[src/rtl/sa_skew_feeder_if.sv]
// Handshake and skewed-output bundle between a vector source, the skew feeder and
// the systolic array.
interface sa_skew_feeder_if #(
    parameter int ROWS   = 8,
    parameter int DATA_W = 8
);
    logic [ROWS*DATA_W-1:0] in_data;
    logic                   in_valid;
    logic                   in_ready;
    logic                   in_last;
    logic                   adv;
    logic [ROWS*DATA_W-1:0] out_data;
    logic [ROWS-1:0]        out_valid;
    logic                   busy;
    logic                   tile_done;

    modport master (
        output in_data, in_valid, in_last, adv,
        input  in_ready, out_data, out_valid, busy, tile_done
    );

    modport slave (
        input  in_data, in_valid, in_last, adv,
        output in_ready, out_data, out_valid, busy, tile_done
    );
endinterface

[src/rtl/sa_skew_feeder.sv]
// Skews an input vector across ROWS lanes (lane i delayed by i+1 advances) and tracks
// tile boundaries so tile_done fires once the last element reaches the last lane.
module sa_skew_feeder #(
    parameter int ROWS   = 8,
    parameter int DATA_W = 8
) (
    input  logic             clk,
    input  logic             rstn,
    sa_skew_feeder_if.slave  bus
);
    localparam int CntW = (ROWS > 1) ? $clog2(ROWS) : 1;

    typedef enum logic [1:0] {StIdle, StStream, StDrain} state_e;

    state_e                 r_state, w_state_nxt;
    logic [CntW-1:0]        r_cnt, w_cnt_nxt;
    logic                   r_tile_done, w_tile_done_nxt;
    logic                   w_ready;
    logic                   w_accept;
    logic [ROWS-1:0]        w_lane_vld;
    logic [ROWS*DATA_W-1:0] w_out_data;
    logic [ROWS-1:0]        w_out_valid;

    assign w_ready  = bus.adv & (r_state != StDrain);
    assign w_accept = bus.in_valid & w_ready;

    for (genvar i = 0; i < ROWS; i++) begin : g_lane
        logic [i:0][DATA_W-1:0] r_data;
        logic [i:0]             r_vld;

        always_ff @(posedge clk or negedge rstn) begin
            if (!rstn) begin
                r_data <= '0;
                r_vld  <= '0;
            end else if (bus.adv) begin
                // Stage 0 takes a bubble (zero data, invalid) on any advance without accept.
                r_data[0] <= w_accept ? bus.in_data[i*DATA_W +: DATA_W] : '0;
                r_vld[0]  <= w_accept;
                for (int j = 1; j <= i; j++) begin
                    r_data[j] <= r_data[j-1];
                    r_vld[j]  <= r_vld[j-1];
                end
            end
        end

        assign w_out_data[i*DATA_W +: DATA_W] = r_data[i];
        assign w_out_valid[i]                 = r_vld[i];
        assign w_lane_vld[i]                  = |r_vld;
    end

    always_comb begin
        w_state_nxt     = r_state;
        w_cnt_nxt       = r_cnt;
        w_tile_done_nxt = 1'b0;
        if (bus.adv) begin
            case (r_state)
                StIdle, StStream: begin
                    if (w_accept) begin
                        if (!bus.in_last) begin
                            w_state_nxt = StStream;
                        end else if (ROWS == 1) begin
                            w_state_nxt     = StIdle;
                            w_tile_done_nxt = 1'b1;
                        end else begin
                            w_state_nxt = StDrain;
                            w_cnt_nxt   = CntW'(ROWS - 1);
                        end
                    end
                end
                StDrain: begin
                    w_cnt_nxt = r_cnt - 1'b1;
                    // Counter hits zero on the same advance the last lane loads the in_last element.
                    if (r_cnt == CntW'(1)) begin
                        w_state_nxt     = StIdle;
                        w_tile_done_nxt = 1'b1;
                    end
                end
                default: w_state_nxt = StIdle;
            endcase
        end
    end

    always_ff @(posedge clk or negedge rstn) begin
        if (!rstn) begin
            r_state     <= StIdle;
            r_cnt       <= '0;
            r_tile_done <= 1'b0;
        end else begin
            r_state     <= w_state_nxt;
            r_cnt       <= w_cnt_nxt;
            // Pulse is cleared on the following edge even under stall.
            r_tile_done <= w_tile_done_nxt;
        end
    end

    assign bus.in_ready  = w_ready;
    assign bus.out_data  = w_out_data;
    assign bus.out_valid = w_out_valid;
    assign bus.busy      = (r_state != StIdle) | (|w_lane_vld);
    assign bus.tile_done = r_tile_done;
endmodule
[src/flat_wrapper.sv]
// flat-port wrapper written by rule: the top's interface ports become plain ports
module sa_skew_feeder_flat 
#(
    parameter int ROWS   = 8,
    parameter int DATA_W = 8
)
  (clk, rstn, bus_in_data, bus_in_valid, bus_in_last, bus_adv, bus_in_ready, bus_out_data, bus_out_valid, bus_busy, bus_tile_done);
  sa_skew_feeder_if #(.ROWS(ROWS), .DATA_W(DATA_W)) bus_i ();
  input  logic clk;
  input  logic rstn;
  input wire logic [$bits(bus_i.in_data)-1:0] bus_in_data;
  input wire logic [$bits(bus_i.in_valid)-1:0] bus_in_valid;
  input wire logic [$bits(bus_i.in_last)-1:0] bus_in_last;
  input wire logic [$bits(bus_i.adv)-1:0] bus_adv;
  output wire logic [$bits(bus_i.in_ready)-1:0] bus_in_ready;
  output wire logic [$bits(bus_i.out_data)-1:0] bus_out_data;
  output wire logic [$bits(bus_i.out_valid)-1:0] bus_out_valid;
  output wire logic [$bits(bus_i.busy)-1:0] bus_busy;
  output wire logic [$bits(bus_i.tile_done)-1:0] bus_tile_done;
  assign bus_i.in_data = bus_in_data;
  assign bus_i.in_valid = bus_in_valid;
  assign bus_i.in_last = bus_in_last;
  assign bus_i.adv = bus_adv;
  assign bus_in_ready = bus_i.in_ready;
  assign bus_out_data = bus_i.out_data;
  assign bus_out_valid = bus_i.out_valid;
  assign bus_busy = bus_i.busy;
  assign bus_tile_done = bus_i.tile_done;
  sa_skew_feeder #(.ROWS(ROWS), .DATA_W(DATA_W)) u_core (.clk(clk), .rstn(rstn), .bus(bus_i));
endmodule
[config.mk]
export PLATFORM = sky130hd
export DESIGN_NAME = sa_skew_feeder_flat
export DESIGN_NICKNAME = d
export VERILOG_FILES = /design/src/rtl/sa_skew_feeder_if.sv /design/src/rtl/sa_skew_feeder.sv /design/src/flat_wrapper.sv
export SDC_FILE = /design/constraint.sdc
export NUM_CORES = 1
export LEC_CHECK = 0
export CORE_MARGIN = 2
export CORE_UTILIZATION = 34
export CTS_CLUSTER_SIZE = 14
export DETAILED_ROUTE_END_ITERATION = 7
export GPL_ROUTABILITY_DRIVEN = 0
export PLACE_DENSITY = 0.52
export SETUP_SLACK_MARGIN = 0.3
export SYNTH_ARGS = -nofsm -noshare
export SYNTH_HDL_FRONTEND = slang
export SYNTH_SLANG_ARGS = --single-unit
[constraint.sdc]
create_clock -name clk -period 1.3 [get_ports clk]
set_input_delay 0.195 -clock clk [delete_from_list [all_inputs] [get_ports clk]]
set_output_delay 0.195 -clock clk [all_outputs]
set_load 0.01 [all_outputs]
## Word level (Yosys, flattened, before mapping)

Cells that the tools add are included.

- Equal/unequal tests: 7
- Add/sub/neg operators: 1
- Multiplexer cells: 18
- Bitwise logic cells: 3
- Reduce and logical (&&, ||, !) cells: 7

Operator list:

| cell | number |
|---|---|
| 8-bit two-way mux | 8 |
| 36-bit OR reduction | 1 |
| 2-bit two-way mux | 3 |
| 3-bit two-way mux | 2 |
| 3-bit one-hot mux with 2 select lines | 1 |
| 2-bit by 1-bit != test with 1-bit output (second input constant) | 2 |
| 2-bit != test (second input constant) | 2 |
| 2-bit one-hot mux with 2 select lines | 1 |
| 4-bit AND reduction | 1 |
| 2-bit nonzero test | 2 |
| 3-bit by 1-bit equality test with 1-bit output (second input constant) | 1 |
| 1-bit two-way mux | 3 |
| 3-bit AND reduction | 1 |
| 3-bit by 1-bit subtractor with 3-bit output (second input constant) | 1 |
| 1-bit AND | 2 |
| 2-bit by 1-bit equality test with 1-bit output (second input constant) | 1 |
| 2-bit equality test (second input constant) | 1 |
| 2-bit zero test | 1 |
| 2-bit OR reduction | 1 |
| 1-bit OR | 1 |

- Bits in registers: 330
- Output and inout bits: 75
- Input port bits: 69
- Logic and storage cells: 83

## Depth between registers and ports, before layout

Gate-level depths: netlist of run 1.

- Depth after elaboration: 5
- Depth in mapped cells: 6
- Depth with buffers taken out: 5

## Least setup slack after synthesis of run 1

No wires, ideal clock.

- Kind: register -> register
- Start point: register u_core.r_state[0]
- End point: register u_core.g_lane[0].r_data[7] in the netlist's numbering
- Setup time: 0.121 ns
- Arrival time: 1.097 ns
- Slack: 0.082 ns
- Stages on the path, launching flop included: 6
- Buffers on the path: 2
- Required time: 1.179 ns
- Path through: dfrtp_1 > and2b_1 > nor2_2 > buf_6 > buf_6 > a22o_1

- Longest elaborated chain between the ends: 4

Ends and longest elaborated chain:

| what | line | RTL |
|---|---|---|
| start: declaration | sa_skew_feeder.sv:15 | `state_e r_state, w_state_nxt;` |
| start signal: assignment | sa_skew_feeder.sv:85 | `r_state <= StIdle;` |
| start signal: assignment | sa_skew_feeder.sv:89 | `r_state <= w_state_nxt;` |
| 2-bit != test | sa_skew_feeder.sv:24 | `assign w_ready = bus.adv & (r_state != StDrain);` |
| 1-bit AND | sa_skew_feeder.sv:24 |  |
| 1-bit AND | sa_skew_feeder.sv:25 | `assign w_accept = bus.in_valid & w_ready;` |
| 8-bit two-way mux | sa_skew_feeder.sv:37 | `r_data[0] <= w_accept ? bus.in_data[i*DATA_W +: DATA_W] : '0;` |
| end signal: indexed assignment | sa_skew_feeder.sv:40 | `r_data[j] <= r_data[j-1];` |
| end: declaration | sa_skew_feeder.sv:28 | `logic [i:0][DATA_W-1:0] r_data;` |

Every way passes these cells.
A chain may end at the register's enable or synchronous reset.

## Final worst setup path of run 1

- Start point: register u_core.r_state[0]
- End point: output port bus_busy

- Longest elaborated chain between the ends: 2

Ends and longest elaborated chain:

| what | line | RTL |
|---|---|---|
| 2-bit nonzero test | sa_skew_feeder.sv:99 | `assign bus.busy = (r_state != StIdle) \| (\|w_lane_vld);` |
| 1-bit OR | sa_skew_feeder.sv:99 |  |
| end: declaration | flat_wrapper.sv:18 | `output wire logic [$bits(bus_i.busy)-1:0] bus_busy;` |

Every way passes these cells.

==> summary.md, run 1 <==
| Metric | Value |
|---|---|
| Run status | finished, violations left |
| Violated checks | setup timing |
| Seq/Total Area, Yosys | 0.653 |
| Initial antenna violation count | 0 |
| Die Span X | 189 um |
| N_diodes | 0 |
| Slew margin rel. | 0.694 |
| Routed WL per cell | approximately 17 um |
| Area Growth Syn to Fin | 32.8% |
| Vias per cell | 4.60 |
| # nets final | 975 |
| DP Area | between 10000 and 15000 um^2 |
| DP HPWL | around 14000 um |
| Starting DRT DRC Count | roughly 230 |
| Total global routing overflow | 0 |
| Clk_lat worst skew | 0.50 ns |
| First-pass GRT wire length | ~37000 um |
| Crit Path Class | flip-flop to primary output |
| Synthesized instance count | roughly 730 |
| DRC viols | 0 |
| IO Count | ~140 |
| Peak VDD IR | slightly below 900 uV |
| Reg2reg start | u_core.r_state[0] |
| Final Routed Wirelength | about 23000 um |
| Nature of the critical path endpoint | primary output |
| R2r setup slk | -0.34 ns |
| Via count | 6335 |
| Clock slew at reported path FFs | ~0.050 ns |
| Final instance area | around 15000 um^2 |
| Core Area | between 30000 and 40000 um^2 |
| Die ar. | ~36000 um^2 |
| Slew @ Worst Pin | between 0.4 and 0.5 ns |
| Skew final | 0.00777 ns |
| Hold_ws | between 0.1 and 0.15 ns |
| Register area | around 7600 um^2 |
| Largest net degree at the start of global routing | between 60 and 70 |
| Clock Path Buffers | 3 |
| RSZ-0062 raised after global routing | yes |
| Layout cells sized above 1 | 0.498 |
| CTS root buffer | clkbuf_16 |
| Startpoint types | flip-flop |
| Library cells used by synthesis | 27 |
| Cells on Worst Hold Path | 3 |
| Hold Vio Cnt, Final | 0 |
| FMAX | 0.601 GHz |
| I/O Buffers | approximately 140 |
| Max cap viols | 0 |
| Hold Startpoint | bus_adv |
| PnR worst setup slack | -0.363 ns |
| Die Y | approximately 190 um |
| Hold path endpoint | u_core.r_state[0] |
| Final antenna-violating net count | 0 |
| Arrival @ worst endpoint | about 1.5 ns |
| Min Clock Period, post-route | about 1.7 ns |
| Inserted Clock Buffers | 34 |
| Overall Power | about 29 mW |
| Lkg Pwr | 7.63 nW |
| Number of global-route vias before repair | 6884 |
| # rows | 67 |
| RR Endpoint | u_core.g_lane[6].r_data[7] |
| Tot GR Track Use | 0.131 |
| FILL cells | 2996 |
| DRT Pass-1 Iters | 4 |
| Slowest CP cell | dfrtp_1 |
| YS warnings | 0 |
| Worst path max stage delay | 0.40 ns |
| Clk sink count | between 300 and 400 |
| CTS tree | built |
| Max-slew violations | 0 |
| Hold/Removal Path Class | input port to flip-flop |
| Post-Syn Area | between 10000 and 15000 um^2 |
| Area of the multi-input gates | around 3700 um^2 |
| #FFs+latches synth | around 300 |
| Largest fanout on the critical path | 2 |
| Crit-path cells | nor4_2 > nand3_1 > buf_2 |
| Req. time, crit path | roughly 1.1 ns |
| H-tree depth | 2 |
| Syn avg cell area | about 16 um^2 |
| PwrDens | ~1900 nW/um^2 |
| Final setup violation count | between 70 and 80 |
| Register-to-Register Path Depth | 8 |
| Mapped Nets | about 800 |
| Final Cycle Share | 1.28 |
| Initial Utilization | 0.345 |
-- per-stage QoR --
step / setup slack [ns] / util / TNS (ns) / instances
6_report: -0.363 / 0.459 / -19.03 / 1377
5_1_grt: -0.446 / 0.459 / -23.78 / 1377
4_1_cts: -0.434 / 0.448 / -15.99 / 1357
3_5_place_dp: -0.309 / 0.408 / -6.86 / 1260
3_3_place_gp: -0.284 / 0.408 / -6.19 / 1260
2_1_floorplan: 0.0912 / - / 0 / 726
-- how the worst max path moves through the flow --
stage / from / endpoint / cells past startpoint
after floorplan: u_core.r_state[0] / u_core.g_lane[0].r_data[7] / 5
after global placement: u_core.r_state[1] / bus_busy / 3
after detailed placement: u_core.r_state[0] / bus_busy / 3
after CTS: u_core.g_lane[4].r_vld[2] / bus_busy / 3
after global routing: u_core.r_state[0] / bus_busy / 3
final: u_core.r_state[0] / bus_busy / 3
-- synthesized netlist by cell type --
cell type,count,area (um^2)
a21o_1,1,7.51
a21oi_1,1,5.00
a22o_1,64,561
a2bb2oi_1,1,8.76
and2b_1,1,7.51
buf_2,28,140
buf_4,58,435
buf_6,6,67.6
clkbuf_1,6,22.5
dfrtp_1,302,7560
ha_1,2,25.0
inv_1,3,11.3
inv_2,1,3.75
mux2_1,36,405
mux2_2,196,2210
mux2i_1,1,10.0
nand2_1,1,3.75
nand2b_1,1,6.26
nand3_1,4,20.0
nand3b_1,2,15.0
nor2_1,3,11.3
nor2_2,1,6.26
nor4_1,2,12.5
o21a_1,2,15.0
o21ai_0,1,5.00
o21ai_1,1,5.00
o22ai_1,1,6.26
-- layout by cell type, fill, tap and decap left out, types with 7 or more instances in the layout --
cell type / Yosys / layout
clkbuf_8: 0 / 11
mux2_2: 196 / 153
buf_6: 6 / 52
a22o_1: 64 / 64
mux2_4: 0 / 68
clkdlybuf4s50_1: 0 / 66
buf_4: 58 / 39
clkbuf_16: 0 / 40
clkinv_2: 0 / 7
dfrtp_1: 302 / 302
buf_12: 0 / 19
mux2_1: 36 / 11
buf_2: 28 / 51
-- registers in the layout (all words and copies together) (netlist names) --
name,flops
u_core.bus.out_data,56
u_core.r_cnt,3
u_core.g_lane.r_vld,8
u_core.g_lane.r_data,232
u_core.bus.tile_done,1
u_core.r_state,2
-- kinds of logic (layout without fill, tap and decap cells) --
kind of cell	after synthesis	in the layout	synth area share
AND/OR/NAND/NOR	15	15	0.00713
AO/OA/AOI/OAI	72	72	0.0529
flip-flops	302	302	0.653
multiplexers	233	233	0.226
adder cells (fa/ha/maj)	2	2	0.00216
buffers and inverters	102	305	0.0588
-- what timing repair did --
action | CTS | global route
endpoints found under the hold margin | 200 | 0
pin swaps | 3 | 3
resized for setup | 349 | 37
hold buffers | 2 | 0
setup endpoints to repair | 144 | 152
cloned | 4 | 4
setup buffers | 30 | 16
-- layout make-up --
| type | count | share of cell area |
|---|---|---|
| Clock buffer | 53 | 0.0713 |
| Clock inverter | 8 | 0.00277 |
| Inverter | 4 | 0.000976 |
| Multi-Input combinational cell | 322 | 0.238 |
| Sequential cell | 302 | 0.491 |
| Tap cell | 448 | 0.0365 |
| Timing Repair Buffer | 240 | 0.159 |
-- critical path: cells and delay by family (launching register included) --
kind	cells	cell delay, ns
AND/OR/NAND/NOR	2	0.42
flip-flops	1	0.40
buffers and inverters	1	0.15
-- where the power goes --
group          internal (mW)  switching, mW  total (mW)
registers               11.6           1.28        12.9
logic                   4.24           2.30        6.54
clock network           5.79           3.63        9.42
total                   21.7           7.21        28.9
-- metal layers --
layer,up-vias,part of all wire,global-route usage
met5,-,0,0
met3,45,0.052,0.0346
met4,0,0.025,0.0442
met1,3270,0.45,0.173
li1,2890,-,-
met2,130,0.47,0.209
Note: power is estimated with default switching activity, not from simulation.
==> run 2: changes to the inputs <==
- MAX_ROUTING_LAYER: unset -> met4
==> summary.md, run 2 (synthesis results as in run 1) <==
| Metric | Value |
|---|---|
| DP HPWL | 13600 um (unchanged) |
| Critical path depth | 4 (+1) |
| IO Count | 144 (unchanged) |
| Register-to-Register Path Depth | 8 (unchanged) |
| PwrDens | 1880 nW/um^2 (about the same) |
| Min Clock Period, post-route | 1.67 ns (+0.00372 ns) |
| Crit-path cells | buf_4 > and2b_2 > nor2_2 > buf_2 |
| Clock slew at reported path FFs | 0.05 ns (about the same) |
| Max cap viols | 0 (unchanged) |
| Total global routing overflow | 0 (unchanged) |
| First-pass GRT wire length | 37400 um (about the same) |
| H-tree depth | 2 (unchanged) |
| Largest fanout on the critical path | 3 (+1) |
| Fin cells | 1377 (unchanged) |
| Hold Vio Cnt, Final | 0 (unchanged) |
| Critical path's top delay family | flip-flops |
| Final antenna-violating net count | 0 (unchanged) |
| Initial antenna violation count | 0 (unchanged) |
| Hold_ws | 0.143 ns (+0.000164 ns) |
| Layout cells sized above 1 | 0.498 (unchanged) |
| GRT busiest layer | met2 |
| Number of global-route vias before repair | 6874 (-0.15%) |
| Skew final | 0.00678 ns (-0.000992 ns) |
| Routed WL per cell | 16.9 um (+0.39%) |
| Slew margin rel. | 0.691 (-0.00309) |
| DRC viols | 0 (unchanged) |
| Initial Utilization | 0.345 (unchanged) |
| RR Endpoint | u_core.g_lane[0].r_data[2] |
| Final Routed Wirelength | 23300 um (+0.39%) |
| Worst Path Buf+Inv | 2 (+1) |
| Area Growth Syn to Fin | 32.8% (unchanged) |
| PnR worst setup slack | -0.366 ns (-0.00373 ns) |
| CTS root buffer | clkbuf_16 |
| Slowest CP cell | dfrtp_1 |
| Vias per cell | 4.61 (+0.28%) |
| Via count | 6353 (+0.28%) |
| # nets final | 975 (unchanged) |
| Hold Startpoint | bus_adv |
| Leading cell type in the layout, fill and taps excluded | dfrtp_1 |
| Reg2reg start | u_core.r_state[0] |
| Die Y | 189 um (unchanged) |
| I/O Buffers | 143 (unchanged) |
| Die ar. | 35600 um^2 (unchanged) |
| Nature of the critical path endpoint | primary output |
| Overall Power | 28.9 mW (about the same) |
| Pre-CTS WS | -0.309 ns (unchanged) |
| Dpl cells | 1260 (unchanged) |
| Clk_lat worst skew | 0.50 ns (about the same) |
| CTS tree | built |
| Max-slew violations | 0 (unchanged) |
| Met1 usage | 0.175 (+0.00195) |
| Global Route met2 Usage | 0.208 (-0.000566) |
| Final instance area | 15400 um^2 (unchanged) |
| # rows | 67 (unchanged) |
| Req. time, crit path | 1.11 ns (about the same) |
| Inserted Clock Buffers | 34 (unchanged) |
| Crit Path Class | flip-flop to primary output |
| DP Area | 13700 um^2 (unchanged) |
| RSZ-0062 raised after global routing | yes |
| N_diodes | 0 (unchanged) |
| Max reg flops | 232 (unchanged) |
| GR Layer Usage met3 | 0.0326 (-0.00205) |
| Starting DRT DRC Count | 256 (+11%) |
| Die Span X | 189 um (unchanged) |
| Hold path endpoint | u_core.r_state[0] |
| Final Cycle Share | 1.28 (+0.00287) |
| Startpoint types | flip-flop |
| Most frequent cells in the layout | 302 x dfrtp_1, 153 x mux2_2, 68 x mux2_4 |
| Arrival @ worst endpoint | 1.47 ns (about the same) |
| Clock Path Buffers | 3 (unchanged) |
| Final setup violation count | 75 (unchanged) |
| Peak VDD IR | 890 uV (+0.21%) |
| FILL cells | 2997 (+0.033%) |
| FMAX | 0.600 GHz (-0.22%) |
| Tot GR Track Use | 0.135 (+0.00401) |
| Core Area | 33500 um^2 (unchanged) |
| Violated checks | setup timing |
| Largest net degree at the start of global routing | 67 (unchanged) |
| Hold/Removal Path Class | input port to flip-flop |
| Cells on Worst Hold Path | 3 (unchanged) |
| Clk sink count | 302 (unchanged) |
| Slew @ Worst Pin | 0.463 ns (+0.00464 ns) |
| R2r setup slk | -0.33 ns (about the same) |
| Worst path max stage delay | 0.38 ns (-0.02 ns) |
| DRT Pass-1 Iters | 4 (unchanged) |
| Lkg Pwr | 7.63 nW (unchanged) |
| Run status | finished, violations left |
| Most flop-heavy register | u_core.g_lane.r_data |
[run 2: layout make-up]
class	count	area, um^2	area share
sequential	302	7560	0.491
multi-input combinational	322	3660	0.238
timing repair buffer	240	2440	0.159
clock buffer	53	1100	0.0713
tap	448	561	0.0365
clock inverter	8	42.5	0.00277
inverter	4	15.0	0.000976
[run 2: how the worst max path moves through the flow]
stage                         startpoint                    endpoint  slack [ns]
6_report               u_core.r_state[0]                bus_in_ready       -0.37
3_3_place_gp           u_core.r_state[1]                    bus_busy       -0.28
3_5_place_dp           u_core.r_state[0]                    bus_busy       -0.31
2_1_floorplan          u_core.r_state[0]  u_core.g_lane[0].r_data[7]        0.09
5_1_grt                u_core.r_state[0]                    bus_busy       -0.45
4_1_cts        u_core.g_lane[4].r_vld[2]                    bus_busy       -0.43
[run 2: per-layer routing]
metal | wire length, um | up-vias
met2 | 11100 | 145
met1 | 10500 | 3271
met3 | 1130 | 47
met5 | 0 | -
li1 | - | 2890
met4 | 607 | 0
[run 2: timing repair]
item                                    in CTS  in global routing
hold endpoints to repair                   200                  0
gates cloned                                 4                  4
gates resized for setup                    349                 37
hold buffers                                 2                  0
buffers inserted                            30                 16
pin swaps                                    3                  3
endpoints found under the setup margin     144                152
[run 2: tightest hold or removal path, stage by stage]
cell and delay [ns]:
buf_8 0.11, buf_12 0.19, o22ai_2 0.09
[run 2: where the power goes]
part	internal [mW]	switching, mW
clock	5.79	3.63
combinational	4.24	2.31
sequential	11.6	1.28
[run 2: metrics by stage]
stage	util	setup TNS, ns
2_1_floorplan	-	0
3_3_place_gp	0.408	-6.19
3_5_place_dp	0.408	-6.86
4_1_cts	0.448	-15.99
5_1_grt	0.459	-23.85
6_report	0.459	-18.73
